--- src/rtl/gpio_flicker_host.sv ---
// ============================================================================
//  Module      : gpio_flicker_host
//  Description : Host side of a two-flicker GPIO handshake. Sends a start/end
//                byte pair, then buffers the returned byte stream in a FIFO.
//  Revision    : 1.0 - initial release
// ============================================================================
`default_nettype none

module gpio_flicker_host #(
  parameter int FIFO_DEPTH = 16,
  parameter int TIMEOUT    = 65535
) (
  input  logic        clk,
  input  logic        rst_n,
  input  logic        cmd_valid,
  output logic        cmd_ready,
  input  logic [7:0]  cmd_start,
  input  logic [7:0]  cmd_end,
  output logic [31:0] gpio_in_o,
  input  logic [31:0] gpio_out_i,
  output logic        rd_valid,
  output logic [7:0]  rd_data,
  input  logic        rd_en,
  output logic        busy,
  output logic        done,
  output logic        err
);

  localparam int              C_AW   = (FIFO_DEPTH > 1) ? $clog2(FIFO_DEPTH) : 1;
  localparam int              C_TW   = $clog2(TIMEOUT + 1);
  localparam logic [C_TW-1:0] C_TLIM = C_TW'(TIMEOUT - 1);
  localparam logic [C_AW:0]   C_FULL = (C_AW + 1)'(FIFO_DEPTH);

  typedef enum logic [2:0] {
    S_IDLE      = 3'd0,
    S_SEND_A_HI = 3'd1,
    S_SEND_A_LO = 3'd2,
    S_SEND_B_HI = 3'd3,
    S_SEND_B_LO = 3'd4,
    S_RECV_WAIT = 3'd5,
    S_RECV_ACK  = 3'd6
  } state_t;

  state_t          r_state;
  logic [1:0]      r_sync1;
  logic [1:0]      r_sync2;
  logic [7:0]      r_end;
  logic [7:0]      r_n;
  logic [C_TW-1:0] r_tcnt;
  logic            r_wflk;
  logic            r_rflk;
  logic [7:0]      r_data;
  logic            r_done;
  logic            r_err;

  logic [7:0]      r_mem [FIFO_DEPTH];
  logic [C_AW-1:0] r_wptr;
  logic [C_AW-1:0] r_rptr;
  logic [C_AW:0]   r_count;

  logic w_pw;
  logic w_pr;
  logic w_full;
  logic w_empty;
  logic w_push;
  logic w_pop;
  logic w_adv;
  logic w_count_en;
  logic w_tmo;
  logic w_unused;

  assign w_pw     = r_sync2[1];
  assign w_pr     = r_sync2[0];
  assign w_full   = (r_count == C_FULL);
  assign w_empty  = (r_count == '0);
  assign w_unused = &{1'b0, gpio_out_i[31:10]};

  // w_adv is the progress condition of the current state; every advance is a state change.
  always_comb begin
    w_adv = 1'b0;
    case (r_state)
      S_SEND_A_HI: w_adv = w_pr;
      S_SEND_A_LO: w_adv = !w_pr;
      S_SEND_B_HI: w_adv = w_pr;
      S_SEND_B_LO: w_adv = !w_pr;
      S_RECV_WAIT: w_adv = w_pw && !w_full;
      S_RECV_ACK:  w_adv = !w_pw;
      default:     w_adv = 1'b0;
    endcase
  end

  assign w_count_en = (r_state != S_IDLE) && !((r_state == S_RECV_WAIT) && w_full);
  assign w_tmo      = w_count_en && (r_tcnt == C_TLIM);
  assign w_push     = (r_state == S_RECV_WAIT) && w_adv;
  assign w_pop      = rd_en && !w_empty;

  assign cmd_ready = (r_state == S_IDLE);
  assign busy      = (r_state != S_IDLE);
  assign done      = r_done;
  assign err       = r_err;
  assign gpio_in_o = {22'd0, r_wflk, r_rflk, r_data};
  assign rd_valid  = !w_empty;
  assign rd_data   = w_empty ? 8'd0 : r_mem[r_rptr];

  always_ff @(posedge clk or negedge rst_n) begin
    if (!rst_n) begin
      r_state <= S_IDLE;
      r_sync1 <= '0;
      r_sync2 <= '0;
      r_end   <= '0;
      r_n     <= '0;
      r_tcnt  <= '0;
      r_wflk  <= 1'b0;
      r_rflk  <= 1'b0;
      r_data  <= '0;
      r_done  <= 1'b0;
      r_err   <= 1'b0;
    end else begin
      r_sync1 <= gpio_out_i[9:8];
      r_sync2 <= r_sync1;
      r_done  <= 1'b0;
      if (w_adv) begin
        r_tcnt <= '0;
      end else if (w_count_en) begin
        r_tcnt <= r_tcnt + 1'b1;
      end

      if (w_tmo && !w_adv) begin
        r_state <= S_IDLE;
        r_err   <= 1'b1;
        r_wflk  <= 1'b0;
        r_rflk  <= 1'b0;
        r_data  <= '0;
        r_tcnt  <= '0;
      end else begin
        case (r_state)
          S_IDLE: begin
            if (cmd_valid) begin
              r_end   <= cmd_end;
              r_n     <= (cmd_end > cmd_start) ? (cmd_end - cmd_start) : 8'd0;
              r_err   <= 1'b0;
              r_data  <= cmd_start;
              r_wflk  <= 1'b1;
              r_state <= S_SEND_A_HI;
            end
          end
          S_SEND_A_HI: begin
            if (w_pr) begin
              r_wflk  <= 1'b0;
              r_state <= S_SEND_A_LO;
            end
          end
          S_SEND_A_LO: begin
            if (!w_pr) begin
              r_data  <= r_end;
              r_wflk  <= 1'b1;
              r_state <= S_SEND_B_HI;
            end
          end
          S_SEND_B_HI: begin
            if (w_pr) begin
              r_wflk  <= 1'b0;
              r_state <= S_SEND_B_LO;
            end
          end
          S_SEND_B_LO: begin
            if (!w_pr) begin
              r_data <= '0;
              if (r_n != 8'd0) begin
                r_state <= S_RECV_WAIT;
              end else begin
                r_state <= S_IDLE;
                r_done  <= 1'b1;
              end
            end
          end
          S_RECV_WAIT: begin
            if (w_adv) begin
              r_rflk  <= 1'b1;
              r_state <= S_RECV_ACK;
            end
          end
          S_RECV_ACK: begin
            if (!w_pw) begin
              r_rflk <= 1'b0;
              r_n    <= r_n - 8'd1;
              if (r_n == 8'd1) begin
                r_state <= S_IDLE;
                r_done  <= 1'b1;
              end else begin
                r_state <= S_RECV_WAIT;
              end
            end
          end
          default: r_state <= S_IDLE;
        endcase
      end
    end
  end

  // Payload storage carries no reset; validity is tracked by the pointers and count.
  always_ff @(posedge clk) begin
    if (w_push) begin
      r_mem[r_wptr] <= gpio_out_i[7:0];
    end
  end

  always_ff @(posedge clk or negedge rst_n) begin
    if (!rst_n) begin
      r_wptr  <= '0;
      r_rptr  <= '0;
      r_count <= '0;
    end else begin
      if (w_push) begin
        r_wptr <= r_wptr + 1'b1;
      end
      if (w_pop) begin
        r_rptr <= r_rptr + 1'b1;
      end
      case ({w_push, w_pop})
        2'b10:   r_count <= r_count + 1'b1;
        2'b01:   r_count <= r_count - 1'b1;
        default: r_count <= r_count;
      endcase
    end
  end

endmodule

`default_nettype wire

--- config.mk ---
export PLATFORM = sky130hd
export DESIGN_NAME = gpio_flicker_host
export DESIGN_NICKNAME = d
export VERILOG_FILES = /design/src/rtl/gpio_flicker_host.sv
export SDC_FILE = /design/constraint.sdc
export NUM_CORES = 1
export LEC_CHECK = 0
export ABC_AREA = 1
export CORE_MARGIN = 3
export CORE_UTILIZATION = 50
export DETAILED_ROUTE_END_ITERATION = 10
export PLACE_DENSITY = 0.81
export SYNTH_ARGS = -nofsm -noshare
export SYNTH_HDL_FRONTEND = slang
export SYNTH_SLANG_ARGS = --single-unit
--- constraint.sdc ---
create_clock -name clk -period 2.6 [get_ports clk]
set_input_delay 0.52 -clock clk [delete_from_list [all_inputs] [get_ports clk]]
set_output_delay 0.52 -clock clk [all_outputs]
set_load 0.05 [all_outputs]
==> summary.txt, run 1 <==
CTS tree = built
Setup crit end kind = output port
Starting Density = 51.2%
top cells by area, synth = edfxtp_1 (42%), dfrtp_1 (17%), nand2_1 (5.4%), o21ai_0 (5.3%), nor2_1 (5.0%)
Worst R2R Setup Slack = 0.11 ns
Clock Sinks = 192
Ys Warns = 0
RePlAce Congestion = 0.888
# H-tree levels = 4
number of synthesized register bits = 192
All-Layer GR Usage = 20.9%
RSZ-0062 raised after global routing = yes
IO buf count = 52
Max Buffers Root-to-Sink = 2
Slew headroom = 45.1%
max-slew violations = 0
final setup violating endpoints = 6
detailed placement HPWL = 13500 um
FF-to-FF Start = r_count[0]
Worst EP required = 2.08 ns
Crit Path Class = reg2out
overall routed net length = 23200 um
synth unique cells = 48
post-synthesis sequential area ratio = 59.0%
most frequent cells after synthesis = nand2_1 (132), edfxtp_1 (128), nor2_1 (123)
vias = 7064
Pre-antenna DRT Iters = 7
initial drt markers = 595
Mapped Area = 9230 um2
Final ANT Viol Nets = 0
later-pin clock latency in the skew report = 0.44 ns
net count reported at finish = 1082
maximum vdd drop = 1510 uV
root buffer cell = clkbuf_16
Worst Clk Skew = 0.0110 ns
DRC viols = 0
number of flops mapped to enable cells by yosys = 128
maxcap violations = 0
path type of the worst min-delay path = in2async
row cnt = 49
area grow syn2layout = 22.0%
Die Y = 142 um
I/O Pins = 97
cell taking the most area after synthesis = edfxtp_1
syn_area_per_cell = 10.1 um2
die area = 20100 um2
final antenna diode count = 0
cell count of the worst reg-to-reg path = 16
Mapped Cells = 913
count leader, synth = nand2_1
fin crit share = 101%
GRT Residual Overflow = 0
clock slew at reported path FFs = 0.08 ns
maximum achievable frequency = 0.380 GHz
CP startpoint kind = register
Horiz. Die Dim = 142 um
ys flop type = edfxtp_1
fin area = 11300 um2
drt via density = 5.65
CTS buffer count = 17
WL per Instance = 18.5 um
Hold Slack = 0.166 ns
outcome = complete, but fails checks
initial antenna violation count = 0
Post-DP Area = 10100 um2
failing checks = setup timing
core area = 18000 um2
vias in the first global route = 6610
first-pass GRT wire length = 32900 um
Critical R2R Capture = r_count[4]
hold buffers post-CTS = 0
CP Data Arrival Time = 2.11 ns
asr flop ratio synth = 33.3%
worst-path fanout max = 7
post-route minimum period = 2.63 ns
Final Util = 62.5%
Lkg Pwr = 4.49 nW
Yosys top cell area share = 41.6%
setup tns final = -0.149 ns
layout cells sized above 1 = 18.4%
largest net degree at the start of global routing = 54
final hold vios = 0
PwrDens = 1160 nW/um2
Final WS setup = -0.0348 ns
worst slew pin tran = 0.823 ns
## through the flow
step	power (mW)	setup slack, ns	cells
global placement	9.05	0.0732	1197
detailed placement	9.21	-0.00556	1197
finish	13.0	-0.0348	1251
CTS	11.9	0.000658	1230
global route	13.7	-0.121	1251
floorplan	7.77	-0.175	934
## critical path, stage by stage, from the launching register on
cell and delay (ns):
dfrtp_2 0.43, clkinv_4 0.11, buf_6 0.14, clkbuf_16 0.16, o21ai_4 0.14, o22ai_2 0.11
o211ai_1 0.31, a21oi_2 0.12, buf_6 0.16
## sequential cells by signal (all words and copies together) (netlist names)
signal   count
done         1
r_data       8
r_wflk       1
r_rptr       4
r_sync1      2
err          1
r_n          8
r_state      3
r_count      5
r_mem      128
r_end        8
r_tcnt      16
r_sync2      2
r_rflk       1
r_wptr       4
## timing repair
item / in CTS / in global routing
gates cloned: 1 / 10
pin swaps: 3 / 24
setup endpoints to repair: 8 / 10
gates resized for setup: 14 / 79
setup buffers: 0 / 11
## report_power, final
group	internal (mW)	switching, mW
registers	3.63	0.291
logic	2.42	4.12
clock network	1.29	1.30
total	7.34	5.70
## kinds of logic after synthesis
kind of cell / synth area share [%]
xor+xnor: 1.14
buf+inv: 6.88
flops: 59.0
compound gates: 13.5
other cells: 0.0406
fa+ha+maj: 2.93
simple gates: 16.5
## routing by layer
metal  routed length (um)  vias to the layer above  track usage (%)  part of all wire [%]
li1                     -                     3324                -                     -
met1                 9280                     3354             27.9                    40
met2                11400                      333             33.8                    49
met3                 1780                       53             3.84                   7.7
met4                  718                        0             9.09                   3.1
met5                    0                        -                0                     0
## cell usage in the layout, fill, tap and decap left out, types with 6 or more instances in the layout
cell type	Yosys	final
nor2_1	123	120
inv_1	75	72
conb_1	1	22
o221ai_1	25	16
buf_4	25	41
clkdlybuf4s50_1	0	40
nand3_1	41	40
a21oi_1	40	32
a21oi_2	1	9
ha_1	20	18
nor2_4	4	6
o21ai_1	5	25
nand4_1	11	11
buf_6	1	14
clkbuf_16	0	24
edfxtp_1	128	128
o21ai_2	9	16
nand2_4	7	7
o21ai_0	97	68
o22ai_1	14	12
nand2_1	132	131
inv_8	0	7
xor2_1	10	9
dfrtp_1	64	62
o221ai_2	0	9
nand2_2	6	7
## how the worst max path moves through the flow
| stage | slack, ns | end | startpoint | cells past startpoint |
|---|---|---|---|---|
| 2_1_floorplan | -0.17 | r_count[4] | r_count[3] | 17 |
| 3_3_place_gp | 0.07 | r_n[2] | cmd_end[0] | 11 |
| 3_5_place_dp | -0.006 | r_n[7] | cmd_end[0] | 11 |
| 4_1_cts | 0.0007 | rd_data[4] | r_rptr[0] | 6 |
| 5_1_grt | -0.12 | rd_data[2] | r_rptr[0] | 7 |
| 6_report | -0.03 | rd_data[5] | r_rptr[0] | 8 |
## area by class of cell
type	count	area [um2]
Fill cell	1348	6760
Clock buffer	17	425
Sequential cell	192	5450
Multi-Input combinational cell	606	3430
Tap cell	229	287
Inverter	80	312
Clock inverter	15	160
Timing Repair Buffer	112	1210
(Power assumes the default switching activity.)
==> run 2: changes to the inputs <==
- ABC_AREA: 1 -> not set
==> summary.txt, run 2 <==
path type of the worst min-delay path = in2async
RSZ-0062 raised after global routing = yes
initial drt markers = 740
max FFs per register = 128
Yosys top cell area share = 42.1%
largest registers = r_mem (128), r_tcnt (16)
worst-path fanout max = 7
final antenna diode count = 0
WL per Instance = 20.4 um
most frequent cells after synthesis = edfxtp_1 (128), dfrtp_1 (64), nor2_1 (43)
maximum achievable frequency = 0.334 GHz
max-slew violations = 0
outcome = complete, but fails checks
asr flop ratio synth = 33.3%
detailed placement HPWL = 13700 um
Worst Clk Skew = 0.00726 ns
net count reported at finish = 840
post-synthesis mux area share = 12.2%
first-pass GRT wire length = 32700 um
CP Data Arrival Time = 2.47 ns
Largest Register = r_mem
row cnt = 48
post-route minimum period = 2.99 ns
failing checks = setup timing
Logic pwr share = 44.3%
PwrDens = 1100 nW/um2
Clock Sinks = 192
Place WS = -0.557 ns
Synth Area in Compound Gates = 8.24%
RePlAce Congestion = 0.860
CTS buffer count = 17
hold buffers post-CTS = 0
post-synthesis sequential area ratio = 59.7%
Clock Power Share = 22.0%
root buffer cell = clkbuf_16
Ys Warns = 0
Switching Share = 37.7%
switching power = 4.53 mW
Slew headroom = 48.1%
Crit Path Class = reg2out
maxcap violations = 0
layout cells sized above 1 = 22.8%
worst slew pin tran = 0.776 ns
synth unique cells = 63
top cells by area, synth = edfxtp_1 (42%), dfrtp_1 (18%), mux4_2 (9.9%), ha_1 (2.7%), o21ai_0 (2.3%)
Final ANT Viol Nets = 0
initial antenna violation count = 0
later-pin clock latency in the skew report = 0.43 ns
final hold vios = 0
CTS tree = built
final setup violating endpoints = 8
IO buf count = 52
Critical R2R Capture = r_count[4]
largest family of logic cells by synthesized area = multiplexers
Post-Synth Simple-Gate Area = 10.3%
number of synthesized register bits = 192
fin crit share = 115%
CP startpoint kind = register
most frequent cells in the layout = edfxtp_1 (128), dfrtp_1 (62), buf_4 (54)
post-synthesis adder-cell area fraction = 2.96%
GRT Residual Overflow = 0
syn_area_per_cell = 13.5 um2
area grow syn2layout = 19.3%
cell count of the worst reg-to-reg path = 12
die area = 19900 um2
Mapped Area = 9120 um2
FF-to-FF Start = r_count[2]
Worst R2R Setup Slack = 0.03 ns
Setup crit end kind = output port
Horiz. Die Dim = 141 um
Lkg Pwr = 4.13 nW
DRC viols = 0
largest net degree at the start of global routing = 42
overall routed net length = 20500 um
Reg power frac = 33.7%
clock slew at reported path FFs = 0.07 ns
Max Buffers Root-to-Sink = 2
internal power = 7.47 mW
core area = 17600 um2
maximum vdd drop = 1080 uV
vias in the first global route = 6045
Final WS setup = -0.390 ns
All-Layer GR Usage = 21.3%
Mapped Cells = 674
fin cells = 1004
number of flops mapped to enable cells by yosys = 128
Pre-antenna DRT Iters = 5
count leader, synth = edfxtp_1
most common cell after layout, fill and taps aside = edfxtp_1
ys flop type = edfxtp_1
area share of xor/xnor cells in the synthesized design = 1.73%
cell taking the most area after synthesis = edfxtp_1
I/O Pins = 97
Die Y = 141 um
Starting Density = 51.8%
placed cells = 968
drt via density = 6.01
vias = 6036
Worst EP required = 2.08 ns
# H-tree levels = 4
run 2: cell types whose count changed in the layout (fill, tap and decap cells not counted), sizes merged, moves of 12 or more:
cell    change
nor2       -88
nor2b      +14
mux4       +40
a21oi      -14
o22ai      -12
nand2     -111
nor3       +14
inv        -49
o21ai      -70
o221ai     -21
nand3      -31
run 2: stage by stage:
stage                     total power, mW  TNS [ns]  cell area (um2)  hold WS, ns  utilization [%]
after floorplan                      7.63    -0.292             9260        0.224                -
after global placement               8.89     -3.60            10100        0.341             57.5
after detailed placement             9.08     -4.16            10100        0.349             57.5
after CTS                            12.0     -3.26            10800       0.0880             61.5
after global routing                 12.6     -3.48            10900        0.124             61.8
final                                12.0     -2.94            10900       0.0810             61.8
run 2: cell type report:
cell class / count / area (um2)
fill: 1226 / 6710
multi-input combinational: 416 / 3420
sequential: 192 / 5450
inverter: 30 / 113
clock buffer: 20 / 437
timing repair buffer: 110 / 1020
tap: 225 / 282
clock inverter: 11 / 155
run 2: cell families after synthesis:
family          Yosys count
flops                   192
simple gates            177
compound gates          118
buf+inv                  87
mux                      60
fa+ha+maj                21
xor+xnor                 18
other cells               1
run 2: repair_timing:
action                                  CTS  global route
pin swaps                                 1            11
endpoints found under the setup margin   15            16
gates cloned                              1             0
resized for setup                        14            27
buffers inserted                          4             3
run 2: critical path, stage by stage, from the launching register on:
cell	delay, ns
dfrtp_2	0.49
buf_12	0.18
mux4_2	0.54
mux4_2	0.49
nor2b_1	0.17
buf_6	0.16
run 2: power groups by stage:
stage / Clock (mW) / Sequential [mW] / Combinational [mW]
2_1_floorplan: 0 / 4.15 / 3.48
3_3_place_gp: 0 / 4.03 / 4.87
3_5_place_dp: 0 / 4.06 / 5.02
4_1_cts: 2.67 / 4.00 / 5.31
5_1_grt: 2.77 / 4.09 / 5.69
6_report: 2.64 / 4.04 / 5.32
run 2: per-layer routing:
layer,vias to the layer above,routed length (um),track usage (%)
met5,-,0,0
met4,0,514,7.70
met3,49,1720,5.16
met2,307,10200,35.0
met1,2996,8030,27.6
li1,2684,-,-
run 2: worst max-delay path by stage:
stage / start / to / slack (ns) / cells past startpoint
after global routing: r_rptr[0] / rd_data[2] / -0.44 / 5
after floorplan: r_count[1] / r_count[4] / -0.19 / 15
final: r_rptr[0] / rd_data[4] / -0.39 / 5
after global placement: cmd_start[0] / r_n[4] / -0.49 / 10
after CTS: r_rptr[0] / rd_data[5] / -0.42 / 6
after detailed placement: cmd_start[0] / r_n[4] / -0.56 / 10
==> patch: new RTL, config.mk and constraints of run 2 <==
Register the output `err` once more, cleared by the reset; this adds one clock of latency there. The other outputs are not delayed to match.
--- a/src/rtl/gpio_flicker_host.sv
+++ b/src/rtl/gpio_flicker_host.sv
@@ -99,3 +99,9 @@
   assign done      = r_done;
-  assign err       = r_err;
+  always_ff @(posedge clk or negedge rst_n) begin
+    if (!rst_n) begin
+      err <= '0;
+    end else begin
+      err <= r_err;
+    end
+  end
   assign gpio_in_o = {22'd0, r_wflk, r_rflk, r_data};
Formal check against the unedited RTL: no difference found for any inputs over 10 cycles, from zero or initial values and one cycle with rst_n low; that may be too few to reach the edited logic, so the function may still have changed.
==> patch against run 2 <==
- the run still ends with negative setup slack left
- register-to-register slack better by 0.14 ns
- setup slack gained 0.0028 ns
- utilization shrank 1.1 points
- total power is 1.5% lower
- final area up 0.62%
- clock skew up 0.0055 ns
- area after synthesis is 1.1% higher
- sequential cell count increased by 1
- routed wire length fell by 1.3%
- critical endpoint is now rd_data[6]
- largest power group unchanged
- highest routed layer unchanged
==> patch: results <==
metrics = {
    "run_status": {
        "status": "finished with violations",
        "failed_checks": "negative setup slack",
    },
    "finish": {
        "drive_gt1_share_pct": 21.3,
        "nets": 854,
        "multi_input_area_mm2": 0.00346,
    },
    "placed_design": {
        "gp_congestion": 0.891,
        "dp_slack_ns": -0.371,
        "place_area_mm2": 0.0103,
        "hpwl_mm": 13.3,
    },
    "route": {
        "drtIter0Drc": 643,
        "totalWireLength_mm": 20.2,
        "vias": 5951,
    },
    "power": {
        "ir_drop_mv": 1.05,
        "power.leakage_nw": 4.10,
    },
    "logic_synthesis": {
        "yosysSeqAreaShare_pct": 59.3,
        "async_flop_share_pct": 33.7,
        "synth_common_cells": "edfxtp_1, dfrtp_1, nand2_1, nor2_1, mux4_2",
        "synth_cell_type_count": 64,
    },
    "setup_path": {
        "r2r_slack_ns": 0.17,
        "cp_max_fo": 6,
    },
    "timing": {
        "fin_skew_ns": 0.0127,
        "setup_tns_ns": -2.90,
        "finalWorstSetupSlack_ns": -0.387,
        "slew_headroom_pct": 38.9,
        "setup_violations": 8,
        "holdWs_ns": 0.0763,
    },
    "global_routing": {
        "grt_pass1_wl_mm": 32.2,
        "grt_max_degree": 66,
    },
    "min_path": {
        "min_path_type": "in -> async",
    },
}
## patch: repair_timing
| item | 4_1_cts | 5_1_grt |
|---|---|---|
| endpoints found under the setup margin | 8 | 83 |
| setup buffers | 3 | 0 |
| endpoints found under the hold margin | 0 | 0 |
| pin swaps | 0 | 0 |
| resized for setup | 13 | 11 |
| cloned | 1 | 0 |
## patch: cell type report
class | count | area share (%)
clock buffers | 17 | 3.88
flip-flops and latches | 193 | 50.0
well taps | 229 | 2.62
inverters | 30 | 1.03
clock inverters | 15 | 1.29
multi-input cells | 431 | 31.6
repair buffers | 108 | 9.61
## patch: per-layer routing
metal	share of wire [%]	GRT usage, %	routed length, um	vias to the layer above
li1	-	-	-	2722
met1	41	27.2	8370	2994
met2	51	34.8	10300	203
met3	5.6	4.62	1120	32
met4	1.9	6.57	389	0
met5	0	0	0	-
## patch: stage by stage
stage / cells / power, W
after CTS: 1023 / 0.0118
after detailed placement: 988 / 0.00912
final: 1023 / 0.0118
after global placement: 988 / 0.00898
after global routing: 1023 / 0.0125
after floorplan: 714 / 0.00769
## patch: worst max path at each step
stage	start	end	slack, ns	cells past startpoint
2_1_floorplan	r_count[1]$_DFFE_PN0P_	r_count[4]$_DFFE_PN0P_	-0.09	14
3_3_place_gp	cmd_start[0]	r_n[2]$_DFFE_PN0P_	-0.36	10
3_5_place_dp	cmd_start[0]	r_n[4]$_DFFE_PN0P_	-0.37	10
4_1_cts	r_rptr[0]$_DFFE_PN0P_	rd_data[6]	-0.41	6
5_1_grt	r_rptr[0]$_DFFE_PN0P_	rd_data[6]	-0.45	6
6_report	r_rptr[0]$_DFFE_PN0P_	rd_data[6]	-0.39	6
## patch: logic make-up after synthesis
kind of cell,share of synthesized area [%]
adders and majority gates,2.93
buffers and inverters,5.10
muxes,10.3
AOI/OAI and AO/OA,8.71
xor gates and xnor gates,1.99
other,0.0407
DFF,59.3
and+or+nand+nor,11.6
## patch: worst max-delay path, stage by stage, from the launching register on
cell and delay, ns:
dfrtp_2 0.42, buf_4 0.15, buf_16 0.13, mux4_2 0.52, mux4_2 0.47, and2b_1 0.19, buf_6 0.15
## patch: power breakdown
group / internal, W / switching [W] / total [W]
registers: 0.00367 / 0.000449 / 0.00411
logic: 0.00232 / 0.00287 / 0.00518
clock network: 0.00128 / 0.00125 / 0.00252
